## config.mk

```make
export PLATFORM = sky130hd
export DESIGN_NAME = collision_engine
export DESIGN_NICKNAME = d
export VERILOG_FILES = /design/src/rtl/collision_engine.sv
export SDC_FILE = /design/constraint.sdc
export NUM_CORES = 1
export LEC_CHECK = 0
export ABC_AREA = 0
export CAP_MARGIN = 20
export CORE_UTILIZATION = 35
export DETAILED_ROUTE_END_ITERATION = 8
export DONT_BUFFER_PORTS = 1
export SLEW_MARGIN = 0
export SYNTH_ARGS = -nofsm -noshare
export SYNTH_HDL_FRONTEND = slang
export SYNTH_SLANG_ARGS = --single-unit
```

## constraint.sdc

```tcl
create_clock -name clk -period 5.08 [get_ports clk]
set_input_delay 1.016 -clock clk [delete_from_list [all_inputs] [get_ports clk]]
set_output_delay 1.016 -clock clk [all_outputs]
set_load 0.02 [all_outputs]
```

## src/rtl/collision_engine.sv

```systemverilog
// Frame-synchronous ball/paddle/floor/ceiling collision detector; one paddle per cycle.
// Result valid N_PADDLES cycles after the tick edge, held until resultReady; ticks while busy are dropped and flagged.
module collision_engine #(
  parameter int         BIT_WIDTH       = 10,
  parameter int         N_PADDLES       = 2,
  parameter int         BALL_RADIUS     = 4,
  parameter int         PADDLE_RADIUS   = 16,
  parameter int         FLOOR_Y         = 0,
  parameter int         CEIL_Y          = 479,
  parameter logic [7:0] PADDLE_FACING   = 8'h01,
  parameter int         COOLDOWN_FRAMES = 3,
  localparam int        IDX_W           = (N_PADDLES > 1) ? $clog2(N_PADDLES) : 1
) (
  input  logic                           clk,
  input  logic                           rst_n,
  input  logic                           frameTick,
  input  logic [BIT_WIDTH-1:0]           ballX,
  input  logic [BIT_WIDTH-1:0]           ballY,
  input  logic                           ballDirX,
  input  logic                           ballDirY,
  input  logic [N_PADDLES*BIT_WIDTH-1:0] paddleX,
  input  logic [N_PADDLES*BIT_WIDTH-1:0] paddleY,
  output logic                           resultValid,
  input  logic                           resultReady,
  output logic                           paddleHit,
  output logic [IDX_W-1:0]               hitIndex,
  output logic signed [BIT_WIDTH:0]      hitOffset,
  output logic                           floorHit,
  output logic                           ceilHit,
  output logic                           tickMissed
);

  localparam int SW   = BIT_WIDTH + 2;
  localparam int CD_W = $clog2(COOLDOWN_FRAMES + 1);
  localparam logic signed [SW-1:0] BR_S = SW'(BALL_RADIUS);
  localparam logic signed [SW-1:0] PR_S = SW'(PADDLE_RADIUS);
  localparam logic signed [SW-1:0] FL_S = SW'(FLOOR_Y);
  localparam logic signed [SW-1:0] CE_S = SW'(CEIL_Y);

  typedef enum logic [1:0] {IDLE, SCAN, REPORT} state_t;

  state_t               state, state_nxt;
  logic [IDX_W-1:0]     idx;
  logic                 idx_last;
  logic                 tick_take, scan_en, scan_done;

  logic [BIT_WIDTH-1:0] bx_q, by_q;
  logic                 dirx_q, diry_q;
  logic [BIT_WIDTH-1:0] px_q [N_PADDLES];
  logic [BIT_WIDTH-1:0] py_q [N_PADDLES];
  logic [CD_W-1:0]      cooldown [N_PADDLES];

  logic signed [SW-1:0]      s_bx, s_by, s_px, s_py, dx, adx;
  logic signed [BIT_WIDTH:0] off_now;
  logic                      x_ok, y_ok, dir_ok, cd_ok, hit_now, floor_now, ceil_now;

  assign idx_last = (idx == IDX_W'(N_PADDLES - 1));

  always_ff @(posedge clk or negedge rst_n) begin
    if (!rst_n) state <= IDLE;
    else        state <= state_nxt;
  end

  always_comb begin
    state_nxt = state;
    case (state)
      IDLE:    if (frameTick)   state_nxt = SCAN;
      SCAN:    if (idx_last)    state_nxt = REPORT;
      REPORT:  if (resultReady) state_nxt = IDLE;
      default: state_nxt = IDLE;
    endcase
  end

  always_comb begin
    resultValid = (state == REPORT);
    tick_take   = (state == IDLE) && frameTick;
    scan_en     = (state == SCAN);
    scan_done   = (state == SCAN) && idx_last;
  end

  // Widened signed arithmetic so paddle extents near 0 go negative instead of wrapping.
  always_comb begin
    s_bx      = $signed({2'b00, bx_q});
    s_by      = $signed({2'b00, by_q});
    s_px      = $signed({2'b00, px_q[idx]});
    s_py      = $signed({2'b00, py_q[idx]});
    dx        = s_bx - s_px;
    adx       = (dx < 0) ? -dx : dx;
    x_ok      = (adx <= BR_S);
    y_ok      = (s_by >= s_py - PR_S - BR_S) && (s_by <= s_py + PR_S + BR_S);
    dir_ok    = PADDLE_FACING[idx] ? !dirx_q : dirx_q;
    cd_ok     = (cooldown[idx] == '0);
    hit_now   = scan_en && !paddleHit && x_ok && y_ok && dir_ok && cd_ok;
    off_now   = $signed({1'b0, by_q}) - $signed({1'b0, py_q[idx]});
    floor_now = (s_by <= FL_S + BR_S) && !diry_q;
    ceil_now  = (s_by + BR_S >= CE_S) && diry_q;
  end

  always_ff @(posedge clk or negedge rst_n) begin
    if (!rst_n) begin
      idx        <= '0;
      bx_q       <= '0;
      by_q       <= '0;
      dirx_q     <= 1'b0;
      diry_q     <= 1'b0;
      paddleHit  <= 1'b0;
      hitIndex   <= '0;
      hitOffset  <= '0;
      floorHit   <= 1'b0;
      ceilHit    <= 1'b0;
      tickMissed <= 1'b0;
      for (int i = 0; i < N_PADDLES; i++) begin
        px_q[i]     <= '0;
        py_q[i]     <= '0;
        cooldown[i] <= '0;
      end
    end else begin
      if (tick_take) begin
        idx       <= '0;
        bx_q      <= ballX;
        by_q      <= ballY;
        dirx_q    <= ballDirX;
        diry_q    <= ballDirY;
        paddleHit <= 1'b0;
        hitIndex  <= '0;
        hitOffset <= '0;
        for (int i = 0; i < N_PADDLES; i++) begin
          px_q[i] <= paddleX[i*BIT_WIDTH +: BIT_WIDTH];
          py_q[i] <= paddleY[i*BIT_WIDTH +: BIT_WIDTH];
          if (cooldown[i] != '0) cooldown[i] <= cooldown[i] - 1'b1;
        end
      end
      if (scan_en) begin
        idx <= idx + 1'b1;
        if (hit_now) begin
          paddleHit     <= 1'b1;
          hitIndex      <= idx;
          hitOffset     <= off_now;
          cooldown[idx] <= CD_W'(COOLDOWN_FRAMES);
        end
      end
      if (scan_done) begin
        floorHit <= floor_now;
        ceilHit  <= ceil_now;
      end
      if (frameTick && (state != IDLE)) tickMissed <= 1'b1;
    end
  end

endmodule

```

==> results of run 1 <==
[per-stage QoR]
step	instance area, µm²	setup WS [ps]	instances
6_report	6100	786	865
5_1_grt	6100	488	865
4_1_cts	6060	362	863
3_5_place_dp	5780	375	847
3_3_place_gp	5780	518	847
2_1_floorplan	5560	836	652
[state kept, by name, summed over array words and instances (netlist names)]
name        flops
hitOffset      11
px_q           20
hitIndex        1
state           2
cooldown        4
ceilHit         1
idx             1
bx_q           10
paddleHit       1
dirx_q          1
py_q           20
by_q           10
diry_q          1
floorHit        1
tickMissed      1
[logic make-up (layout without fill, tap and decap cells)]
family                   Yosys count  in the layout  share of synthesized area, %
AO/OA/AOI/OAI                    115            115                          13.9
XOR/XNOR                          24             24                          3.78
adder cells (fa/ha/maj)           47             47                          10.8
buffers and inverters             45             47                          3.22
flip-flops                        85             85                          38.2
multiplexers                      33             33                          6.12
AND/OR/NAND/NOR                  303            303                          24.0
[worst max-delay path, cell delays in order, from the launching register on]
cell,delay (ps)
dfrtp_1,680
buf_4,350
mux2_2,370
ha_1,200
inv_1,70
fa_1,220
a211o_1,200
a21oi_1,110
o31ai_2,450
a221o_1,200
nand2_1,60
or3b_1,420
nor4b_4,430
buf_8,220
mux2i_1,200
[cell usage in the layout (no fill, tap or decap), drive strengths merged, types with 3 or more instances in the layout]
master,Yosys,routed
nand2,225,225
dfrtp,85,85
ha,45,45
o21ai,30,30
mux2i,28,28
inv,24,24
a21oi,20,20
xnor2,19,19
nor2,13,13
a21o,13,13
clkbuf,16,13
nand3,11,11
o21a,8,8
or3,7,7
buf,5,7
nand2b,6,6
nand4,6,6
a211oi,6,6
o211ai,6,6
nor3,6,6
mux2,5,5
nor3b,5,5
and3,5,5
xor2,5,5
nor4,4,4
a31oi,4,4
nor4b,4,4
a21boi,3,3
nor2b,3,3
o2111ai,3,3
and2,3,3
[routing by layer]
layer / vias up / wire [µm] / track usage, %
li1: 2231 / - / -
met1: 2109 / 6140 / 21.9
met2: 93 / 6750 / 31.0
met3: 19 / 554 / 4.34
met4: 0 / 233 / 5.47
met5: - / 0 / 0
[area by class of cell]
class / count / share of cell area (%)
Sequential cell: 85 / 34.9
Tap cell: 211 / 4.33
Timing Repair Buffer: 7 / 1.19
Clock inverter: 3 / 0.328
Multi-Input combinational cell: 522 / 53.5
Inverter: 24 / 1.48
Clock buffer: 13 / 4.27
[worst max-delay path by stage]
stage,start,to,slack (ps),cells past startpoint
after floorplan,idx,hitOffset[9],840,17
after global placement,idx,hitOffset[8],520,13
after detailed placement,idx,hitOffset[5],380,13
after CTS,idx,hitOffset[5],360,13
after global routing,idx,hitOffset[0],490,14
final,idx,hitOffset[5],790,14
==> summary.md, run 1 <==
| Metric | Value |
|---|---|
| Tcrit/Tclk final | `84.5%` |
| Area of the multi-input gates | `3260 µm²` |
| Post-DP HPWL | `10.1 mm` |
| Clock transition at path regs | `60 ps` |
| Detailed Routing Iterations Pass 1 | `4` |
| Cts hold-fix bufs | `0` |
| Syn_nets | `765` |
| CTS resizes | `0` |
| Setup TNS | `0 ps` |
| Area share of the largest cell type after synthesis | `38.2%` |
| Initial antenna violation count | `0` |
| Yosys cell types | `64` |
| Core Rows | `45` |
| Endpoint class of the critical path | `flip-flop` |
| Clock Tree Buf Depth | `2` |
| Fin util | `39.7%` |
| CTS buffer count | `9` |
| Post-route minimum period | `4290 ps` |
| Final Hold Vio Count | `0` |
| # clock sinks | `85` |
| Top post-synthesis cells by area | `dfrtp_1 38%, nand2_1 15%, ha_1 10%` |
| Vias in the first global route | `4631` |
| Rel. slew slack | `56.3%` |
| Reg area | `2130 µm²` |
| Crit Reg-Reg Startpoint | `idx` |
| CTS tree | `done` |
| Maximum fanout along the worst path | `16` |
| DR DRC count | `0` |
| Sequential share of the synthesized area | `38.2%` |
| Reg2Reg Depth | `14` |
| Status | `finished clean` |
| Type of the worst setup path | `flip-flop to flip-flop` |
| Fin Clk Skew | `6.92 ps` |
| Layout cells sized above 1 | `6.12%` |
| DR vias/cell | `5.15` |
| I/O Buffers | `0` |
| Slew Viols, Final | `0` |
| Max-cap violations | `0` |
| R2r setup slk | `790 ps` |
| Cell type with the largest total area after synthesis | `dfrtp_1` |
| Starting Density | `36.2%` |
| Pin count of the biggest net entering global routing | `86` |
| Final setup violation count | `0` |
| First DRT Iteration DRCs | `231` |
| DIE WIDTH | `128 µm` |
| Avg Cell Area, Syn | `8.53 µm²` |
| Post-synth ARST share | `100%` |
| IO Pins | `83` |
| CP Data Required Time | `5340 ps` |
| Total track usage | `17.9%` |
| Htree depth | `3` |
| Routed Wire Length | `13.7 mm` |
| Main synth FF type | `dfrtp_1` |
| Core area | `15400 µm²` |
| Seq cells post-synth | `85` |
| Vias | `4452` |
| Routability cong. | `0.895` |
| Worst hold path class | `primary input to asynchronous set/reset pin` |
| Critical Path AT | `4560 ps` |
| Fillcell total | `1547` |
| Synthesis-to-finish area growth | `9.56%` |
| WL/cell | `15.8 µm` |
| Fmax | `0.233 GHz` |
| Root Buffer | `clkbuf_16` |
| Die footprint | `16400 µm²` |
| First-pass GRT wire length | `22.9 mm` |
| Mapped Area | `5560 µm²` |
| NumNets Final | `762` |
| Die Span Y | `128 µm` |
| Final hold slack | `366 ps` |
| Synth warn | `0` |
| Post-synth EDFFs | `0` |
| FF-to-FF End | `hitOffset[5]` |
| Type of origin of the critical path | `flip-flop` |
| Worst-Skew Late Latency | `350 ps` |
| Gr ovfl total | `0` |
| Ant. Diodes | `0` |
| Antenna Violating Nets Remaining | `0` |
| Post-Synthesis Cells | `652` |
| Most numerous cell in the Yosys netlist | `nand2_1` |
| Post-CTS setup buffer count | `0` |
| Most frequent cells after synthesis | `225 x nand2_1, 85 x dfrtp_1, 45 x ha_1, 28 x o21ai_0, 27 x mux2i_1` |
| RSZ-0062 raised after global routing | `false` |
| Worst-margin pin slew | `642 ps` |
Power of run 1 is not shown: default switching activity piles up to over one toggle a cycle in this logic, so the estimate is an artifact.
==> run 2: changes to the inputs <==
Clock period 5.08 ns to 4.1 ns, I/O delays scaled along.
==> run 2 against run 1 <==
Against the previous run: global-route usage is 0.26 points lower; first-iteration DRC count fell by 29%; final area is 3.7% higher; setup slack worse by 430 ps; worst hold slack worse by 190 ps; sequential share of layout area decreased by 1.2 points; via count up 2.0%; register-to-register slack worse by 430 ps; final cell count up 2.3%; maximum frequency is 15% higher; count of clock-buffer cells in the layout is 4 lower; critical path type unchanged.
==> summary.md, run 2 (synthesis results as in run 1) <==
| Metric | Value |
|---|---|
| Status | `finished clean` |
| Die footprint | `16400 µm² (unchanged)` |
| Starting Density | `36.2% (unchanged)` |
| Routed Wire Length | `13.5 mm (-0.94%)` |
| Routability cong. | `0.870 (-2.8%)` |
| First DRT Iteration DRCs | `163 (-29%)` |
| Core Rows | `45 (unchanged)` |
| FF-to-FF End | `hitIndex` |
| Non-filler cells, final | `885 (+2.3%)` |
| Layout cells sized above 1 | `9.20% (+3.1 points)` |
| DR DRC count | `0 (unchanged)` |
| Clock transition at path regs | `70 ps (about the same)` |
| Area of the multi-input gates | `3260 µm² (unchanged)` |
| Most common cell after layout, fill and taps aside | `nand2_1` |
| Total track usage | `17.6% (-0.26 points)` |
| Fmax | `0.267 GHz (+15%)` |
| Pin count of the biggest net entering global routing | `86 (unchanged)` |
| Worst-margin pin slew | `877 ps (+235 ps)` |
| Htree depth | `3 (unchanged)` |
| Antenna Violating Nets Remaining | `0 (unchanged)` |
| Clock Tree Buf Depth | `2 (unchanged)` |
| Cts hold-fix bufs | `0 (unchanged)` |
| Type of the worst setup path | `flip-flop to flip-flop` |
| Detailed Routing Iterations Pass 1 | `4 (unchanged)` |
| Final hold slack | `174 ps (-191 ps)` |
| Fillcell total | `1548 (+0.065%)` |
| Crit Reg-Reg Startpoint | `idx` |
| NumNets Final | `783 (+2.8%)` |
| Final Hold Vio Count | `0 (unchanged)` |
| Endpoint class of the critical path | `flip-flop` |
| R2r setup slk | `360 ps (-430 ps)` |
| RSZ-0062 raised after global routing | `false` |
| Most frequent cells in the layout | `224 x nand2_1, 85 x dfrtp_1, 45 x ha_1` |
| Synthesis-to-finish area growth | `13.6%` |
| First-pass GRT wire length | `22.6 mm (-1.3%)` |
| WL/cell | `15.3 µm (-3.2%)` |
| Vias in the first global route | `4654 (+0.50%)` |
| CP Data Required Time | `4330 ps (-1010 ps)` |
| Max-cap violations | `0 (unchanged)` |
| Fin Clk Skew | `11.9 ps (+4.93 ps)` |
| Critical Path AT | `3970 ps (-590 ps)` |
| CTS tree | `done` |
| Tcrit/Tclk final | `91.2% (+6.7 points)` |
| DP Cell Count | `867 (+2.4%)` |
| Core area | `15400 µm² (unchanged)` |
| Regs by FF count | `px_q x20, py_q x20, hitOffset x11` |
| CTS buffer count | `9 (unchanged)` |
| I/O Buffers | `0 (unchanged)` |
| Post-route minimum period | `3740 ps (-554 ps)` |
| Met1 WL | `5.83 mm (-5.0%)` |
| Reg2Reg Depth | `14 (unchanged)` |
| Slew Viols, Final | `0 (unchanged)` |
| Final setup violation count | `0 (unchanged)` |
| Ant. Diodes | `0 (unchanged)` |
| DR vias/cell | `5.13 (-0.33%)` |
| # clock sinks | `85 (unchanged)` |
| Vias | `4540 (+2.0%)` |
| Die Span Y | `128 µm (unchanged)` |
| Worst-Skew Late Latency | `350 ps (about the same)` |
| Top Metal Used | `met4` |
| DIE WIDTH | `128 µm (unchanged)` |
| Gr ovfl total | `0 (unchanged)` |
| Reg area | `2130 µm² (unchanged)` |
| Type of origin of the critical path | `flip-flop` |
| Root Buffer | `clkbuf_16` |
| Post-CTS setup buffer count | `2 (+2)` |
| Post-DP HPWL | `10.4 mm (+3.0%)` |
| Rel. slew slack | `41.3% (-15 points)` |
| CTS resizes | `0 (unchanged)` |
| Routed wl met3 | `536 µm (-3.2%)` |
| DR WL met2 | `6.99 mm (+3.7%)` |
| Worst hold path class | `primary input to asynchronous set/reset pin` |
| Maximum fanout along the worst path | `13 (-3)` |
| Initial antenna violation count | `0 (unchanged)` |
| IO Pins | `83 (unchanged)` |
[run 2: layout make-up]
cell class | instances | share of cell area (%)
multi-input combinational | 522 | 51.6
sequential | 85 | 33.6
tap | 211 | 4.18
clock inverter | 6 | 1.88
timing repair buffer | 28 | 3.72
inverter | 24 | 1.42
clock buffer | 9 | 3.56
[run 2: critical path, stage by stage (launching register included)]
cell and delay, ps:
dfrtp_1 550, buf_4 250, mux2i_2 430, a211oi_1 90, o41ai_1 390, nand3_1 160, xnor2_1 200, ha_1 270
a21o_1 180, a21oi_1 120, o21ai_0 90, a32oi_1 390, o21ba_2 240, nand4_1 170, o21ai_1 90
[run 2: how the worst max path moves through the flow]
| stage | from | to | slack [ps] | cells after the start |
|---|---|---|---|---|
| 2_1_floorplan | idx | hitOffset[9] | 10 | 17 |
| 3_3_place_gp | idx | hitOffset[8] | -60 | 13 |
| 3_5_place_dp | idx | hitOffset[3] | -180 | 13 |
| 4_1_cts | idx | hitOffset[3] | 350 | 14 |
| 5_1_grt | idx | hitOffset[0] | 40 | 14 |
| 6_report | idx | hitIndex | 360 | 14 |
[run 2: layer usage]
metal  up-vias  track usage, %
met1      2159            20.4
met4         0            4.22
met3        14            4.47
li1       2281               -
met2        86            32.4
met5         -               0
[run 2: per-stage QoR]
step           area (µm²)  utilization [%]  TNS, ps  setup slack [ps]
2_1_floorplan        5570                -        0              14.6
3_3_place_gp         5930             38.6     -708             -63.2
3_5_place_dp         5930             38.6    -1850              -179
4_1_cts              6300             41.0        0               352
5_1_grt              6320             41.1        0              43.7
6_report             6320             41.1        0               360
Power of run 2 is left out for the same reason.
==> run 3: changes to the inputs <==
Settings changed: CORE_MARGIN set to 2.
==> run 3 against run 2 <==
Against the previous run: worst hold slack worse by 17 ps; core utilization shrank 2.1 points; setup slack lost 44 ps; die area grew 3.1%; count of clock-buffer cells in the layout up 3; flip-flop and latch count did not move; clock skew down 2.3 ps; global-route usage shrank 0.16 points; first-iteration DRC count is 37% higher; final area fell by 2.9%; routed wire length is 2.0% higher; register-to-register slack got worse by 40 ps.
==> summary.md, run 3 (synthesis results as in run 1) <==
| Metric | Value |
|---|---|
| Status | `finished clean` |
| Antenna Violating Nets Remaining | `0 (unchanged)` |
| Endpoint class of the critical path | `flip-flop` |
| Synthesis-to-finish area growth | `10.3%` |
| Non-filler cells, final | `875 (-1.1%)` |
| Slowest stage cell, crit path | `dfrtp_2` |
| Crit path launch | `idx` |
| Post-DP HPWL | `10.4 mm (-0.35%)` |
| Root Buffer | `clkbuf_16` |
| IO Pins | `83 (unchanged)` |
| Crit-path cells | `buf_4 > mux2i_1 > ha_1 > nor2b_1 > o31a_1 > o31a_1 > xor2_1 > or4_4 > o21ai_2 > nor4b_4 > buf_4 > mux2i_1` |
| Vias in the first global route | `4707 (+1.1%)` |
| DR WL met2 | `6.96 mm (-0.44%)` |
| Finished Cell Area | `6140 µm² (-2.9%)` |
| Top Metal Used | `met4` |
| Worst hold path class | `primary input to asynchronous set/reset pin` |
| Crit Reg-Reg Startpoint | `idx` |
| Die Span Y | `130 µm (+1.6%)` |
| Layout cells sized above 1 | `7.28% (-1.9 points)` |
| Worst setup path endpoint | `hitOffset[7]` |
| Post-CTS setup buffer count | `0 (-2)` |
| Reg area | `2130 µm² (about the same)` |
| Slew Viols, Final | `0 (unchanged)` |
| Fin Clk Skew | `9.53 ps (-2.33 ps)` |
| R2r setup slk | `320 ps (-40 ps)` |
| CTS tree | `done` |
| Slowest stage delay, CP | `520 ps (-30 ps)` |
| Maximum fanout along the worst path | `15 (+2)` |
| CP Data Required Time | `4370 ps (+40 ps)` |
| Vias | `4528 (-0.26%)` |
| Most common cell after layout, fill and taps aside | `nand2_1` |
| Htree depth | `3 (unchanged)` |
| Initial antenna violation count | `0 (unchanged)` |
| Max-cap violations | `0 (unchanged)` |
| First-pass GRT wire length | `23.1 mm (+2.0%)` |
| Final Hold Vio Count | `0 (unchanged)` |
| Fillcell total | `1601 (+3.4%)` |
| Buffers & Inverters on Critical Path | `2 (+1)` |
| Routed Wire Length | `13.8 mm (+2.0%)` |
| Crit path depth | `12 (-2)` |
| WL/cell | `15.8 µm (+3.2%)` |
| Routability cong. | `0.853 (-2.0%)` |
| Gr ovfl total | `0 (unchanged)` |
| DIE WIDTH | `130 µm (+1.6%)` |
| Die footprint | `16900 µm² (+3.1%)` |
| Met1 WL | `5.73 mm (-1.7%)` |
| Setup TNS | `0 ps (unchanged)` |
| Reg2Reg Depth | `12 (-2)` |
| First DRT Iteration DRCs | `223 (+37%)` |
| Area of the multi-input gates | `3270 µm² (+0.11%)` |
| Routed wl met3 | `688 µm (+28%)` |
| Starting Density | `35.4% (-0.79 points)` |
| Top cell family by delay on the critical path | `simple AND/OR/NAND/NOR gates` |
| NumNets Final | `767 (-2.0%)` |
| Fmax | `0.264 GHz (-1.2%)` |
| Most frequent cells in the layout | `224 x nand2_1, 84 x dfrtp_1, 45 x ha_1` |
| Type of the worst setup path | `flip-flop to flip-flop` |
| RSZ-0062 raised after global routing | `false` |
| DR vias/cell | `5.17 (+0.88%)` |
| FF-to-FF End | `hitOffset[7]` |
| CTS buffer count | `9 (unchanged)` |
| Final hold slack | `158 ps (-16.6 ps)` |
| Regs by FF count | `px_q x20, py_q x20, hitOffset x11` |
| Core Rows | `46 (+2.2%)` |
| Worst-Skew Late Latency | `350 ps (about the same)` |
| DR DRC count | `0 (unchanged)` |
| Worst-margin pin slew | `833 ps (-44.9 ps)` |
| Ant. Diodes | `0 (unchanged)` |
| Area after DPL | `5830 µm² (-1.7%)` |
| Core area | `15700 µm² (+2.2%)` |
| I/O Buffers | `0 (unchanged)` |
| Clock Tree Buf Depth | `2 (unchanged)` |
| Rel. slew slack | `44.3% (+3.0 points)` |
| Cts hold-fix bufs | `0 (unchanged)` |
| Clock transition at path regs | `60 ps (about the same)` |
| Final setup violation count | `0 (unchanged)` |
| Detailed Routing Iterations Pass 1 | `5 (+1)` |
| Total track usage | `17.5% (-0.16 points)` |
| # clock sinks | `85 (unchanged)` |
| Post-route minimum period | `3780 ps (+44.1 ps)` |
| Tcrit/Tclk final | `92.3% (+1.1 points)` |
| Critical Path AT | `4060 ps (+90 ps)` |
| Pin count of the biggest net entering global routing | `86 (unchanged)` |
| Type of origin of the critical path | `flip-flop` |
| DP Cell Count | `858 (-1.0%)` |
-- run 3: area by class of cell --
class,instances,area share (%)
clock buffer,12,4.18
clock inverter,4,0.367
multi-input combinational,522,53.2
timing repair buffer,12,1.67
sequential,85,34.7
inverter,24,1.47
tap,216,4.40
-- run 3: through the flow --
step	utilization, %	setup WS [ps]
6_report	39.1	316
4_1_cts	38.9	138
3_5_place_dp	37.1	152
3_3_place_gp	37.1	361
2_1_floorplan	-	14.6
5_1_grt	39.1	2.89
-- run 3: worst min-delay path by stage --
stage                     slack (ps)  depth (start not counted)            to
final                            160                          0  hitOffset[6]
after global routing             140                          0  hitOffset[7]
after floorplan                  440                          2       px_q[0]
after CTS                        150                          0  hitOffset[7]
after global placement           460                          2       py_q[0]
after detailed placement         460                          2      px_q[10]
-- run 3: metal layers --
metal  vias up  GRT usage, %
met5         -             0
met4         0          6.01
met3        28          4.88
met2       105          30.9
met1      2151          20.4
li1       2244             -
-- run 3: what timing repair did --
action                                  in CTS  in global routing
gates resized for setup                      0                  3
endpoints found under the hold margin        0                  0
endpoints found under the setup margin       0                 13
Power of run 3 is left out for the same reason.
==> edit, RTL diff (settings of run 3) <==
The 3 states of `state_t` get a one-hot encoding in 3 bits.
--- a/src/rtl/collision_engine.sv
+++ b/src/rtl/collision_engine.sv
@@ -37,7 +37,7 @@
   localparam logic signed [SW-1:0] FL_S = SW'(FLOOR_Y);
   localparam logic signed [SW-1:0] CE_S = SW'(CEIL_Y);
 
-  typedef enum logic [1:0] {IDLE, SCAN, REPORT} state_t;
+  typedef enum logic [2:0] {IDLE = 3'b001, SCAN = 3'b010, REPORT = 3'b100} state_t;
 
   state_t               state, state_nxt;
   logic [IDX_W-1:0]     idx;
Check against the original RTL: no difference found for any inputs over 4 cycles, from zero or initial values and one cycle with rst_n low; so few cycles prove little.
==> edit against run 3 <==
- routed wire length is 0.68% higher
- die area is 0.56% higher
- final area grew 0.45%
- critical path depth up 1
- sequential cell count rose by 1
- worst setup slack got worse by 28 ps
- synthesized area up 0.58%
- largest cell class unchanged
Power is left out: the tool's default activity adds up to more than one toggle a clock period on the data nets, which glitch-free logic cannot reach.
==> edit: results (changes against run 3) <==
Detailed Route Iter0 Violations -> 185 (-17%)
run status -> finished, final reports clean
initial antenna violation count -> 0 (unchanged)
Seq/Total Area, Yosys -> 38.5% (+0.25 points)
top cells by area, synth -> dfrtp_1 (38%), nand2_1 (14%), ha_1 (10%), mux2i_1 (4.7%), xnor2_1 (2.7%)
GR Util met2 -> 29.5% (-1.4 points)
critical-path maximum fanout -> 17 (+2)
fillcell total -> 1626 (+1.6%)
WP data arrival -> 4080 ps (+20 ps)
CP delay by family, top -> compound AO/OA/AOI/OAI gates
Setup Skew -> 6.51 ps (-3.01 ps)
most common library cells after synthesis -> nand2_1 (211), dfrtp_1 (85), ha_1 (45), o21ai_0 (28)
met1 Use GR -> 20.1% (-0.32 points)
DR pass1 iterations -> 4 (-1)
met3 Resource Use GR -> 4.44% (-0.44 points)
post-DP HPWL -> 10.6 mm (+1.8%)
GRT Util Overall -> 17.1% (-0.43 points)
Routed WL per cell -> 16.1 µm (+1.8%)
via/cell ratio -> 5.19 (+0.33%)
Total Nets Final -> 757 (-1.3%)
final estimated routing congestion in global placement -> 0.913 (+7.1%)
ratio of cells with drive above 1 in the final layout -> 8.01% (+0.73 points)
vias in the first global route -> 4638 (-1.5%)
first-pass GRT wire length -> 22.6 mm (-2.1%)
critical path's slowest cell -> dfrtp_2
largest net degree at the start of global routing -> 87 (+1.2%)
cts bufs inserted -> 9 (unchanged)
Longest Clk Path Bufs -> 2 (unchanged)
crit-path max cell delay -> 500 ps (-20 ps)
Least-Margin Pin Slew -> 874 ps (+41.3 ps)
Reg clk slew, reported paths -> 60 ps (about the same)
==> edit: cell count changes in the layout (fill, tap and decap cells not counted), moves of 4 or more <==
cell,delta
nand2_1,-13
or3_1,-4
a21o_1,-6
xor2_1,+4
a211oi_1,-6
o21a_1,-4
a21oi_1,+4
a31oi_1,+4
nor2_1,+5
nor3_1,+8
nor4_1,+5
==> edit: logic make-up after synthesis <==
| family | Yosys count | synth area share (%) |
|---|---|---|
| flip-flops | 86 | 38.5 |
| adder cells (fa/ha/maj) | 47 | 10.8 |
| AND/OR/NAND/NOR | 298 | 23.1 |
| AO/OA/AOI/OAI | 106 | 13.3 |
| buffers and inverters | 49 | 3.82 |
| multiplexers | 33 | 6.44 |
| XOR/XNOR | 26 | 4.07 |
==> edit: metal layers <==
metal	share of wire (%)	up-vias	routed length [µm]
met2	49	103	6860
li1	-	2207	-
met3	5.5	18	762
met5	0	-	0
met1	43	2163	5960
met4	2.4	0	329
==> edit: stage by stage <==
step | std cells | area (µm²) | setup slack, ps
floorplan | 645 | 5600 | 79.8
global placement | 849 | 5850 | 337
detailed placement | 849 | 5850 | 218
CTS | 865 | 6160 | 209
global route | 865 | 6160 | 85.9
finish | 865 | 6160 | 288
==> edit: layout make-up <==
cell class              count  area share (%)
multi-input cells         510            52.5
inverters                  28            1.71
clock buffers              12            4.00
well taps                 216            4.38
clock inverters             4            1.14
flip-flops and latches     86            35.0
repair buffers              9            1.30
==> edit: repair_timing <==
item                       in CTS  in global routing
setup endpoints to repair       0                  9
resized for setup               0                  1
buffers inserted                0                  0
==> edit: path summary, 6_finish.rpt <==
| check | from | cells past startpoint | end | slack, ps |
|---|---|---|---|---|
| min reg2reg | px_q[0]$_DFFE_PN0P_ | 2 | px_q[0]$_DFFE_PN0P_ | 480 |
| max reg2reg | idx$_DFFE_PN0P_ | 13 | hitOffset[1]$_DFF_PN0_ | 290 |
| max | idx$_DFFE_PN0P_ | 13 | hitOffset[1]$_DFF_PN0_ | 290 |
| max in group asynchronous | rst_n | 0 | state[0]$_DFFE_PN1P_ | 3720 |
| min in group clk | px_q[0]$_DFFE_PN0P_ | 2 | px_q[0]$_DFFE_PN0P_ | 480 |
| min | rst_n | 0 | hitOffset[6]$_DFF_PN0_ | 170 |
